`config.mk`:
```
export PLATFORM = sky130hd
export DESIGN_NAME = pipelined_adder
export DESIGN_NICKNAME = d
export VERILOG_FILES = /design/src/rtl/pipelined_adder.sv
export SDC_FILE = /design/constraint.sdc
export NUM_CORES = 1
export LEC_CHECK = 0
export ABC_AREA = 1
export BUFFER_PORTS_ARGS = -buffer_cell sky130_fd_sc_hd__buf_2
export CORE_MARGIN = 4
export CORE_UTILIZATION = 30
export DETAILED_ROUTE_END_ITERATION = 8
export PLACE_DENSITY_LB_ADDON = 0.15
export RECOVER_POWER = 100
export SLEW_MARGIN = 20
export SYNTH_ARGS = -nofsm -noshare
export SYNTH_HDL_FRONTEND = slang
export SYNTH_SLANG_ARGS = --single-unit
```
`constraint.sdc`:
```
create_clock -name clk -period 2.75 [get_ports clk]
set_input_delay 0.1375 -clock clk [delete_from_list [all_inputs] [get_ports clk]]
set_output_delay 0.1375 -clock clk [all_outputs]
set_load 0.01 [all_outputs]
```
`src/rtl/pipelined_adder.sv`:
```
// Pipelined N-bit adder/subtractor: STAGES ripple-carry slices with a registered
// inter-slice carry, operand skew / result de-skew, and a global valid/ready stall.
module pipelined_adder #(
  parameter int unsigned N      = 16,
  parameter int unsigned STAGES = 4
) (
  input  logic         clk,
  input  logic         rst_n,
  input  logic         in_valid,
  output logic         in_ready,
  input  logic [N-1:0] a,
  input  logic [N-1:0] b,
  input  logic         cin,
  input  logic         sub,
  output logic         out_valid,
  input  logic         out_ready,
  output logic [N-1:0] s,
  output logic         cout,
  output logic         ovf
);

  localparam int unsigned SDIV = (STAGES == 0) ? 1 : STAGES;
  localparam int unsigned W    = N / SDIV;

  if (N < 1 || STAGES < 1 || STAGES > N || (N % SDIV) != 0) begin : g_bad_params
    $error("pipelined_adder: N must be >= 1, 1 <= STAGES <= N and N divisible by STAGES");
  end

  logic [N-1:0] effb;
  logic         advance;

  // Per-stage registers. res_q[k] holds finished sum slices 0..k and the
  // still-unused A slices above; opb_q[k] skews the effective B alongside.
  logic         vld_q  [STAGES];
  logic         cry_q  [STAGES];
  logic         amsb_q [STAGES];
  logic         bmsb_q [STAGES];
  logic [N-1:0] res_q  [STAGES];
  logic [N-1:0] opb_q  [STAGES];

  logic [N-1:0] res_d  [STAGES];
  logic         cry_d  [STAGES];

  assign effb = b ^ {N{sub}};

  // Gate-level ripple of W full adders over slice k; other bits pass through.
  function automatic logic [N:0] slice_add(input logic [N-1:0] ra,
                                           input logic [N-1:0] rb,
                                           input logic         ci,
                                           input int unsigned  k);
    logic [N-1:0] r;
    logic         c;
    r = ra;
    c = ci;
    for (int unsigned i = 0; i < W; i++) begin
      r[k*W + i] = ra[k*W + i] ^ rb[k*W + i] ^ c;
      c = (ra[k*W + i] & rb[k*W + i]) | (c & (ra[k*W + i] ^ rb[k*W + i]));
    end
    return {c, r};
  endfunction

  always_comb begin
    for (int unsigned k = 0; k < STAGES; k++) begin
      res_d[k] = '0;
      cry_d[k] = 1'b0;
    end
    {cry_d[0], res_d[0]} = slice_add(a, effb, cin ^ sub, 0);
    for (int unsigned k = 1; k < STAGES; k++) begin
      {cry_d[k], res_d[k]} = slice_add(res_q[k-1], opb_q[k-1], cry_q[k-1], k);
    end
  end

  always_ff @(posedge clk or negedge rst_n) begin
    if (!rst_n) begin
      for (int unsigned k = 0; k < STAGES; k++) begin
        vld_q[k]  <= 1'b0;
        cry_q[k]  <= 1'b0;
        amsb_q[k] <= 1'b0;
        bmsb_q[k] <= 1'b0;
        res_q[k]  <= '0;
        opb_q[k]  <= '0;
      end
    end else if (advance) begin
      vld_q[0]  <= in_valid;
      opb_q[0]  <= effb;
      amsb_q[0] <= a[N-1];
      bmsb_q[0] <= effb[N-1];
      for (int unsigned k = 1; k < STAGES; k++) begin
        vld_q[k]  <= vld_q[k-1];
        opb_q[k]  <= opb_q[k-1];
        amsb_q[k] <= amsb_q[k-1];
        bmsb_q[k] <= bmsb_q[k-1];
      end
      for (int unsigned k = 0; k < STAGES; k++) begin
        res_q[k] <= res_d[k];
        cry_q[k] <= cry_d[k];
      end
    end
  end

  assign out_valid = vld_q[STAGES-1];
  assign s         = res_q[STAGES-1];
  assign cout      = cry_q[STAGES-1];
  assign ovf       = (amsb_q[STAGES-1] == bmsb_q[STAGES-1]) && (s[N-1] != amsb_q[STAGES-1]);

  // Whole pipe moves as one; in_ready deliberately ignores in_valid.
  assign advance  = !out_valid || out_ready;
  assign in_ready = advance;

endmodule

```
; Word-level counts from Yosys, hierarchy flattened
; Cells that the tools add are included.
[word_totals]
ff_bits = 128
input_bits = 38
out_inout_bits = 20
elab_cells = 110
[classes]
n_eq_ne = 2
bitwise_logic = 82
n_reduce_logical = 3
[ops]
columns = operator, count
row1 = 1-bit XOR, 33
row2 = 1-bit bitwise AND, 32
row3 = 1-bit bitwise OR, 16
row4 = 16-bit XOR, 1
row5 = 1-bit equality test, 1
row6 = 1-bit logical AND, 1
row7 = 1-bit zero test, 1
row8 = 1-bit logical OR, 1
row9 = 1-bit != test, 1

; Depth between registers and ports, before layout
; Gate-level depths: netlist of the first run.
[depth]
depth_word = 10
ltp_mapped = 11

; Worst setup path before layout of the first run
; No wires, ideal clock.
[synth_path]
kind = input port to flip-flop
from = input sub
to = register res_q (netlist bit res_d[35])
arrival_ps = 2242
required_time_ps = 2624
path_slack_ps = 382
cell_stages = 11
path_cell_list = buf_2 > buf_2 > xor2_1 > fa_1 > inv_1 > fa_1 > fa_1 > inv_1 > fa_1 > nand2_1 > o21ai_0
[synth_rtl]
columns = item, line_no
row1 = from (decl), 14  ; input logic sub,
row2 = "to (signal, indexed assignment)", 95  ; res_q[k] <= res_d[k];
row3 = to (decl), 38  ; logic [N-1:0] res_q [STAGES];

; Final worst setup path of the first run
[layout_path]
from = register cry_q[1] (netlist name)
to = register res_q (netlist bit s[15])
[layout_via]
elab_chain_len = 7
[layout_rtl]
columns = item, line_no
row1 = from (decl), 35  ; logic cry_q [STAGES];
row2 = "from (signal, indexed assignment)", 96  ; cry_q[k] <= cry_d[k];
row3 = 1-bit bitwise AND, 57  ; c = (ra[k*W + i] & rb[k*W + i]) | (c & (ra[k*W + i] ^ rb[k*W + i]));
row4 = 1-bit bitwise OR, 57
row5 = 1-bit bitwise AND, 57
row6 = 1-bit bitwise OR, 57
row7 = 1-bit bitwise AND, 57
row8 = 1-bit bitwise OR, 57
row9 = 1-bit XOR, 56  ; r[k*W + i] = ra[k*W + i] ^ rb[k*W + i] ^ c;
; No other way between the ends.
; A chain may end at the register's enable or synchronous reset.

==> results of run 1 <==
through the flow:
step                      cell area (sq um)  hold slack, ps
after floorplan                        4390            -158
after CTS                              5080           0.219
after detailed placement               4730             252
after global routing                   5030            17.0
after global placement                 4730             253
final                                  5030            8.02
flip-flops by register name, summed over array words and instances (netlist names), 2 cells and up:
name and flops:
amsb_q 2, cry_q 3, opb_q 24, res_d 35, res_q 12, s 16, vld_q 3
where the power goes:
group | switching [W] | leakage (nW) | internal (W)
registers | 0.000307 | 1.19 | 0.00208
logic | 0.00102 | 1.24 | 0.000613
clock network | 0.000521 | 0.149 | 0.000823
metal layers:
layer,global-route usage,vias up,part of all wire
met5,0,-,0
met4,0.0519,0,0.022
met3,0.0202,13,0.037
met2,0.181,50,0.45
met1,0.146,1326,0.49
li1,-,1515,-
synth_stat cells:
cell type	n
nor2_1	3
o21ai_0	57
xnor2_1	2
nor2_4	1
nand2_2	1
fa_1	16
inv_1	59
nand3_1	12
buf_4	20
dfrtp_1	98
buf_2	16
nand2_1	194
buf_6	1
clkbuf_1	2
inv_2	1
xor2_1	3
path summary, 6_finish.rpt:
kind,endpoint,from,slack [ps],depth (start not counted)
min in group asynchronous,res_q[53],rst_n,650,2
max in group asynchronous,opb_q[59],rst_n,830,3
setup reg to reg,s[15],cry_q[1],580,8
hold / removal,res_q[53],a[5],8,3
setup / recovery,s[15],cry_q[1],580,8
hold reg to reg,out_valid,vld_q[1],450,2
layout make-up:
cell class                 count  area (sq um)
fill                        1493          9060
sequential                    98          2450
multi-input combinational    289          1460
timing repair buffer          68           344
clock buffer                  12           246
inverter                      60           225
tap                          180           225
clock inverter                 4          75.1
cells by family after synthesis:
logic type                 count (synthesis)  synth area share
and+or+nand+nor                          211             0.186
DFF                                       98             0.558
buffers and inverters                     99             0.108
xor gates and xnor gates                   5           0.00997
AOI/OAI and AO/OA                         57            0.0649
adders and majority gates                 16            0.0729
critical path: cells and delay by family, from the launching register on:
family / cells / cell delay, ps
flops: 1 / 380
buf+inv: 3 / 210
fa+ha+maj: 4 / 1330
compound gates: 1 / 160
==> flow_summary.ini, run 1 <==
[cts]
clock_latency_ps = 340
post_cts_buffers = 0
post_cts_resize_count = 0
clkTransAtPathRegs_ps = 60
hold_buffers = 3
cts_tree = done
cts_max_level = 3
cts_buffers = 9
root_buffer = clkbuf_16
clockBufferDepth = 2
clkSinkCount = 98

[logic_synthesis]
synth_area_sq_um = 4390
netlist.area_leader.share = 0.558
syn_inst = 486
syn_area_per_cell_sq_um = 9.04
yosysSeqAreaShare = 0.558
ys_ff_latch = 98
ys.warnings.count = 0
synthTopCellsByArea = dfrtp_1 (56%), nand2_1 (17%), fa_1 (7.3%)
yosys.area.top_type = dfrtp_1
syn_nets = 540
ys_types = 16

[critical_path]
crit_top_cell = fa_1
cp-start-kind = register
crit_type = reg2reg
slowest_stage = fa_1
worstPathRequired_ps = 2990
critPathMaxStageDelay_ps = 400
crit_chain = inv_1 -> fa_1 -> inv_1 -> fa_1 -> fa_1 -> inv_1 -> fa_1 -> o21ai_0
crit_fanout = 2
arrival_ps = 2410
end_kind = register

[die]
coreArea_sq_um = 14100
fp.dieW_um = 129
io_pins = 58
die_area_sq_um = 16600
die_y_um = 129
start_util = 0.312
rows = 43

[status]
outcome = completed

[global_routing]
grt_pass1_vias = 3060
antenna_found_initial = 0
grt_max_degree = 62
grt_pass1_wl_um = 14800
overflow = 0
grt_use_total = 0.112

[final_layout]
n_antenna_cell = 0
final_core_utilization = 0.357
layout_common_cells = nand2_1 (195), dfrtp_1 (98), inv_1 (60), o21ai_0 (57), buf_2 (36)
final_nets = 580
final_cells = 711
syn_to_final_growth_pct = 14.6
drive_gt1_frac = 0.107
mostFrequentLayoutCell = nand2_1

[detailed_routing]
wl_per_cell_um = 11.9
drtIter0Drc = 137
first_pass_iters = 4
post-route-drc-count = 0
final_antenna_net_count = 0
vias_per_cell = 4.08
via_count = 2904
wirelength_um = 8480

[sta]
min_period_over_period = 0.789
final-max-slew-violation-count = 0
worstMarginPinSlew_ps = 1420
fin_worst_skew_ps = 5.30
maxSlewHeadroom = 0.0524
layout_setup_ws_ps = 579
final-setup-viol-count = 0
setup_tns_ps = 0
rsz0062_at_grt = no
hold_viol = 0
timing.final.crit_period_ps = 2170
max_clock_freq_ghz = 0.461

[power_and_ir_drop]
power_w = 0.00537
p_per_area_nw_per_um2 = 1070
vdd_drop_max_v = 0.000358
leakage_nw = 2.58

[placed_design]
dp_hpwl_um = 5820
dp_cells = 692
routabilityCongestion = 0.704
dp_slack_ps = 466
portBuffers = 57

[min_path]
hold_class = in2reg

[job]
drv_cap = 0
Power figures use the tool's default switching activity.
==> run 2, diff against run 1 <==
==> constraint.sdc (replaced) <==
create_clock -name clk -period 1.95 [get_ports clk]
set_input_delay 0.0975 -clock clk [delete_from_list [all_inputs] [get_ports clk]]
set_output_delay 0.0975 -clock clk [all_outputs]
set_load 0.01 [all_outputs]
==> run 2 against run 1 <==
Effect of this change:
- the flow now finishes with violations (negative setup slack)
- hold slack lost 3.9 ps
- final cell count rose by 1.7%
- register-to-register slack lost 620 ps
- first-iteration DRC count is 4.4% lower
- clock power grew 33%
- count of clock-buffer cells in the layout stayed put
- design area up 2.6%
- critical endpoint is now res_d[23]
==> flow_summary.ini, run 2 (synthesis gave the netlist of run 1 again) <==
[sta]
timing.final.crit_period_ps = 1990
final-setup-viol-count = 3
max_clock_freq_ghz = 0.503
layout_setup_ws_ps = -39.7
worstMarginPinSlew_ps = 868
fin_worst_skew_ps = 7.73
final-max-slew-violation-count = 0
min_period_over_period = 1.02
hold_viol = 0
maxSlewHeadroom = 0.421
rsz0062_at_grt = yes

[critical_path]
cp-start-kind = register
crit_chain = inv_1 -> fa_1 -> inv_1 -> fa_2 -> fa_2 -> inv_2 -> fa_1 -> o21ai_1
worstPathRequired_ps = 2210
critical_path_buf_inv_count = 3
end_kind = register
critPathMaxStageDelay_ps = 400
path_delay_family = adder cells
crit_type = reg2reg
slowest_stage = fa_1
arrival_ps = 2250
crit_fanout = 2

[job]
drv_cap = 0

[detailed_routing]
drtIter0Drc = 131
post-route-drc-count = 0
first_pass_iters = 4
vias_per_cell = 4.14
final_antenna_net_count = 0
wirelength_um = 8400
via_count = 2990
wl_per_cell_um = 11.6

[final_layout]
drive_gt1_frac = 0.153
largest_register_ffs = 35
design_area_sq_um = 5160
n_antenna_cell = 0
syn_to_final_growth_pct = 17.5
mostFrequentLayoutCell = nand2_1
layout_common_cells = nand2_1 (194), dfrtp_1 (98), o21ai_0 (54), inv_1 (48), buf_2 (36)
final_nets = 592
fillers = 1474
final_core_utilization = 0.366

[global_routing]
overflow = 0
grt_use_total = 0.111
antenna_found_initial = 0
grt_pass1_wl_um = 14700
grt_max_degree = 97
grt_pass1_vias = 3063

[power_and_ir_drop]
leakage_nw = 2.61
p_per_area_nw_per_um2 = 1460
power_w = 0.00754
vdd_drop_max_v = 0.000394

[die]
rows = 43
coreArea_sq_um = 14100
die_area_sq_um = 16600
die_y_um = 129
start_util = 0.312
io_pins = 58
fp.dieW_um = 129

[cts]
clock_latency_ps = 340
root_buffer = clkbuf_16
clkTransAtPathRegs_ps = 70
cts_max_level = 3
clkSinkCount = 98
cts_buffers = 9
post_cts_buffers = 0
cts_tree = done
clockBufferDepth = 2

[placed_design]
place_area_sq_um = 4810
portBuffers = 57
dp_hpwl_um = 5700
routabilityCongestion = 0.709
dp_slack_ps = -185

[min_path]
hold_class = in2reg

[status]
failed_checks = negative setup slack
outcome = finished with violations
-- run 2: repair_timing --
item                       CTS  global route
setup endpoints to repair    3             6
gates resized for setup      9             0
cloned                       0             0
hold endpoints to repair    46             0
pin swaps                    1             0
hold buffers                13             0
-- run 2: metrics by stage --
step / TNS (ps) / cells / hold WS, ps
global route: -1000 / 723 / 18.7
finish: -87.0 / 723 / 4.12
global placement: -216 / 694 / 90.4
CTS: -117 / 723 / 13.5
floorplan: -180 / 486 / -198
detailed placement: -340 / 694 / 87.7
-- run 2: final cells by class --
class	count	area, sq um	area share
Clock buffer	12	246	0.0477
Clock inverter	4	51.3	0.00994
Inverter	60	225	0.0436
Multi-Input combinational cell	289	1500	0.290
Sequential cell	98	2450	0.475
Tap cell	180	225	0.0436
Timing Repair Buffer	80	465	0.0902
-- run 2: worst reg2reg max path, stage by stage (launching register included) --
cell and delay [ps]:
dfrtp_1 380, inv_1 70, fa_1 160, inv_1 50
fa_2 340, fa_2 350, inv_2 60, fa_1 400
o21ai_1 110
-- run 2: worst paths after layout --
check,startpoint,depth (start not counted),endpoint,slack (ps)
setup / recovery,opb_q[52],8,res_d[23],-40
hold reg to reg,vld_q[1],2,out_valid,460
hold / removal,a[12],3,res_d[44],4
setup reg to reg,opb_q[52],8,res_d[23],-40
min in group asynchronous,rst_n,2,res_q[53],410
max in group asynchronous,rst_n,3,s[6],340
-- run 2: layer usage --
layer,track usage,routed length (um),vias to the layer above
met2,0.176,3830,47
li1,-,-,1551
met4,0.0500,178,0
met5,0,0,-
met1,0.148,4120,1380
met3,0.0223,270,12
-- run 2: power by group --
| group | switching, W | total [W] | internal (W) | leakage [nW] |
|---|---|---|---|---|
| logic | 0.00146 | 0.00237 | 0.000914 | 1.28 |
| clock network | 0.000748 | 0.00178 | 0.00103 | 0.143 |
| registers | 0.000458 | 0.00339 | 0.00293 | 1.19 |
==> run 3, diff against run 2 <==
--- a/config.mk
+++ b/config.mk
@@ -7,7 +7,6 @@
 export LEC_CHECK = 0
 export ABC_AREA = 1
 export BUFFER_PORTS_ARGS = -buffer_cell sky130_fd_sc_hd__buf_2
-export CORE_MARGIN = 4
 export CORE_UTILIZATION = 30
 export DETAILED_ROUTE_END_ITERATION = 8
 export PLACE_DENSITY_LB_ADDON = 0.15
==> run 3 against run 2 <==
Effect of this change:
- the flow still finishes with violations (negative setup slack)
- non-clock buffer count rose by 4
- sequential power barely moved
- worst setup slack improved by 13 ps
- largest power group unchanged
- register-to-register slack barely moved
- maximum frequency rose by 0.65%
- largest cell class unchanged
- highest routed layer unchanged
- critical endpoint is now res_d[11]
- final cell count rose by 0.55%
- global-route usage rose by 1.3 points
- hold slack improved by 28 ps
- critical path depth did not move
==> flow_summary.ini, run 3 (synthesis gave the netlist of run 1 again) <==
[global_routing]
grt_use_total = 0.124
antenna_found_initial = 0
grt_pass1_vias = 3087
grt_max_degree = 97
overflow = 0
grt_pass1_wl_um = 14500

[detailed_routing]
vias_per_cell = 4.14
first_pass_iters = 4
routed-wl-met3_um = 314
routed.top_layer = met4
final_antenna_net_count = 0
wl_per_cell_um = 11.4
post-route-drc-count = 0
dr_wl_met2_um = 3670
via_count = 3013
wirelength_um = 8320
drtIter0Drc = 157
wl_met1_um = 4220

[cts]
clkSinkCount = 98
post_cts_buffers = 0
clkTransAtPathRegs_ps = 70
cts_tree = done
clock_latency_ps = 340
cts_buffers = 9
clockBufferDepth = 2
root_buffer = clkbuf_16
cts_max_level = 3

[power_and_ir_drop]
seqPwrFrac = 0.448
switching_share = 0.353
internal_power_w = 0.00492
switchingPower_w = 0.00268
vdd_drop_max_v = 0.000452
p_per_area_nw_per_um2 = 1460
p_comb_frac = 0.319
leakage_nw = 2.63
p_clk_frac = 0.232

[die]
start_util = 0.312
die_y_um = 123
die_area_sq_um = 15100
fp.dieW_um = 123
coreArea_sq_um = 14100
io_pins = 58
rows = 43

[critical_path]
cp-start-kind = register
crit_type = reg2reg
worstPathRequired_ps = 2220
critical_path_buf_inv_count = 3
critPathMaxStageDelay_ps = 400
end_kind = register
crit_fanout = 2
path_delay_family = adder cells
slowest_stage = fa_1
arrival_ps = 2240
crit_chain = inv_2 -> fa_1 -> inv_1 -> fa_2 -> fa_2 -> inv_2 -> fa_1 -> o21ai_1

[sta]
min_period_over_period = 1.01
final-setup-viol-count = 3
final-max-slew-violation-count = 0
timing.final.crit_period_ps = 1980
hold_viol = 0
max_clock_freq_ghz = 0.506
maxSlewHeadroom = 0.342
worstMarginPinSlew_ps = 987
fin_worst_skew_ps = 9.88
setup_tns_ps = -49.9
whs_ps = 32.2
layout_setup_ws_ps = -26.7
rsz0062_at_grt = yes

[final_layout]
design_area_sq_um = 5190
final_nets = 596
multi_input_area_sq_um = 1500
largest_register_ffs = 35
fillers = 1505
seq_area_sq_um = 2450
mostFrequentLayoutCell = nand2_1
layout_common_cells = nand2_1 (194), dfrtp_1 (98), o21ai_0 (54), inv_1 (47), buf_2 (35)
n_antenna_cell = 0
syn_to_final_growth_pct = 18.2
drive_gt1_frac = 0.163

[status]
failed_checks = negative setup slack
outcome = finished with violations

[min_path]
hold_class = in2reg

[placed_design]
portBuffers = 57
place_area_sq_um = 4830
routabilityCongestion = 0.704
dp_hpwl_um = 5600

[job]
drv_cap = 0
==> run 3: changes by cell type in the layout (fill, tap and decap cells not counted), sizes merged <==
cell	change
buf	+2
clkbuf	+1
dlygate4sd3	+1
==> run 3: path summary, 6_finish.rpt <==
check	start	to	slack (ps)	cells past startpoint
min	b[9]	opb_q[57]	30	4
min in group asynchronous	rst_n	res_q[52]	460	2
max	cry_q[2]	res_d[11]	-30	8
min reg2reg	vld_q[1]	out_valid	470	2
max reg2reg	cry_q[2]	res_d[11]	-30	8
max in group asynchronous	rst_n	opb_q[62]	410	3
==> run 3: per-layer routing <==
metal	vias up	global-route usage
met5	-	0
met4	0	0.0497
met3	8	0.0258
met2	45	0.199
met1	1401	0.163
li1	1559	-
==> run 3: what timing repair did <==
| item | 4_1_cts | 5_1_grt |
|---|---|---|
| endpoints found under the hold margin | 49 | 0 |
| setup endpoints to repair | 4 | 6 |
| gates resized for setup | 8 | 2 |
| hold buffers | 14 | 0 |
| pin swaps | 1 | 0 |
==> run 3: stage by stage <==
step	setup slack [ps]	utilization	cells	power, W
floorplan	-180	-	486	0.00530
global placement	-112	0.343	697	0.00592
detailed placement	-169	0.343	697	0.00599
CTS	-38.0	0.374	727	0.00786
global route	-142	0.368	727	0.00834
finish	-26.7	0.368	727	0.00759
==> run 3: worst reg2reg max path: cells and delay by family (launching register included) <==
family	cells	cell delay, ps
DFF	1	390
buffers and inverters	3	170
adders and majority gates	4	1240
AOI/OAI and AO/OA	1	120
==> run 3: area by class of cell <==
cell class / count / area share
inverter: 60 / 0.0434
timing repair buffer: 84 / 0.0954
tap: 180 / 0.0434
clock buffer: 12 / 0.0475
multi-input combinational: 289 / 0.288
sequential: 98 / 0.472
clock inverter: 4 / 0.00988
==> run 3: power groups by stage <==
stage          logic [W]  registers (W)  clock network, W
2_1_floorplan    0.00198        0.00333                 0
3_3_place_gp     0.00251        0.00342                 0
3_5_place_dp     0.00256        0.00344                 0
4_1_cts          0.00261        0.00341           0.00183
5_1_grt          0.00290        0.00352           0.00192
6_report         0.00242        0.00340           0.00177
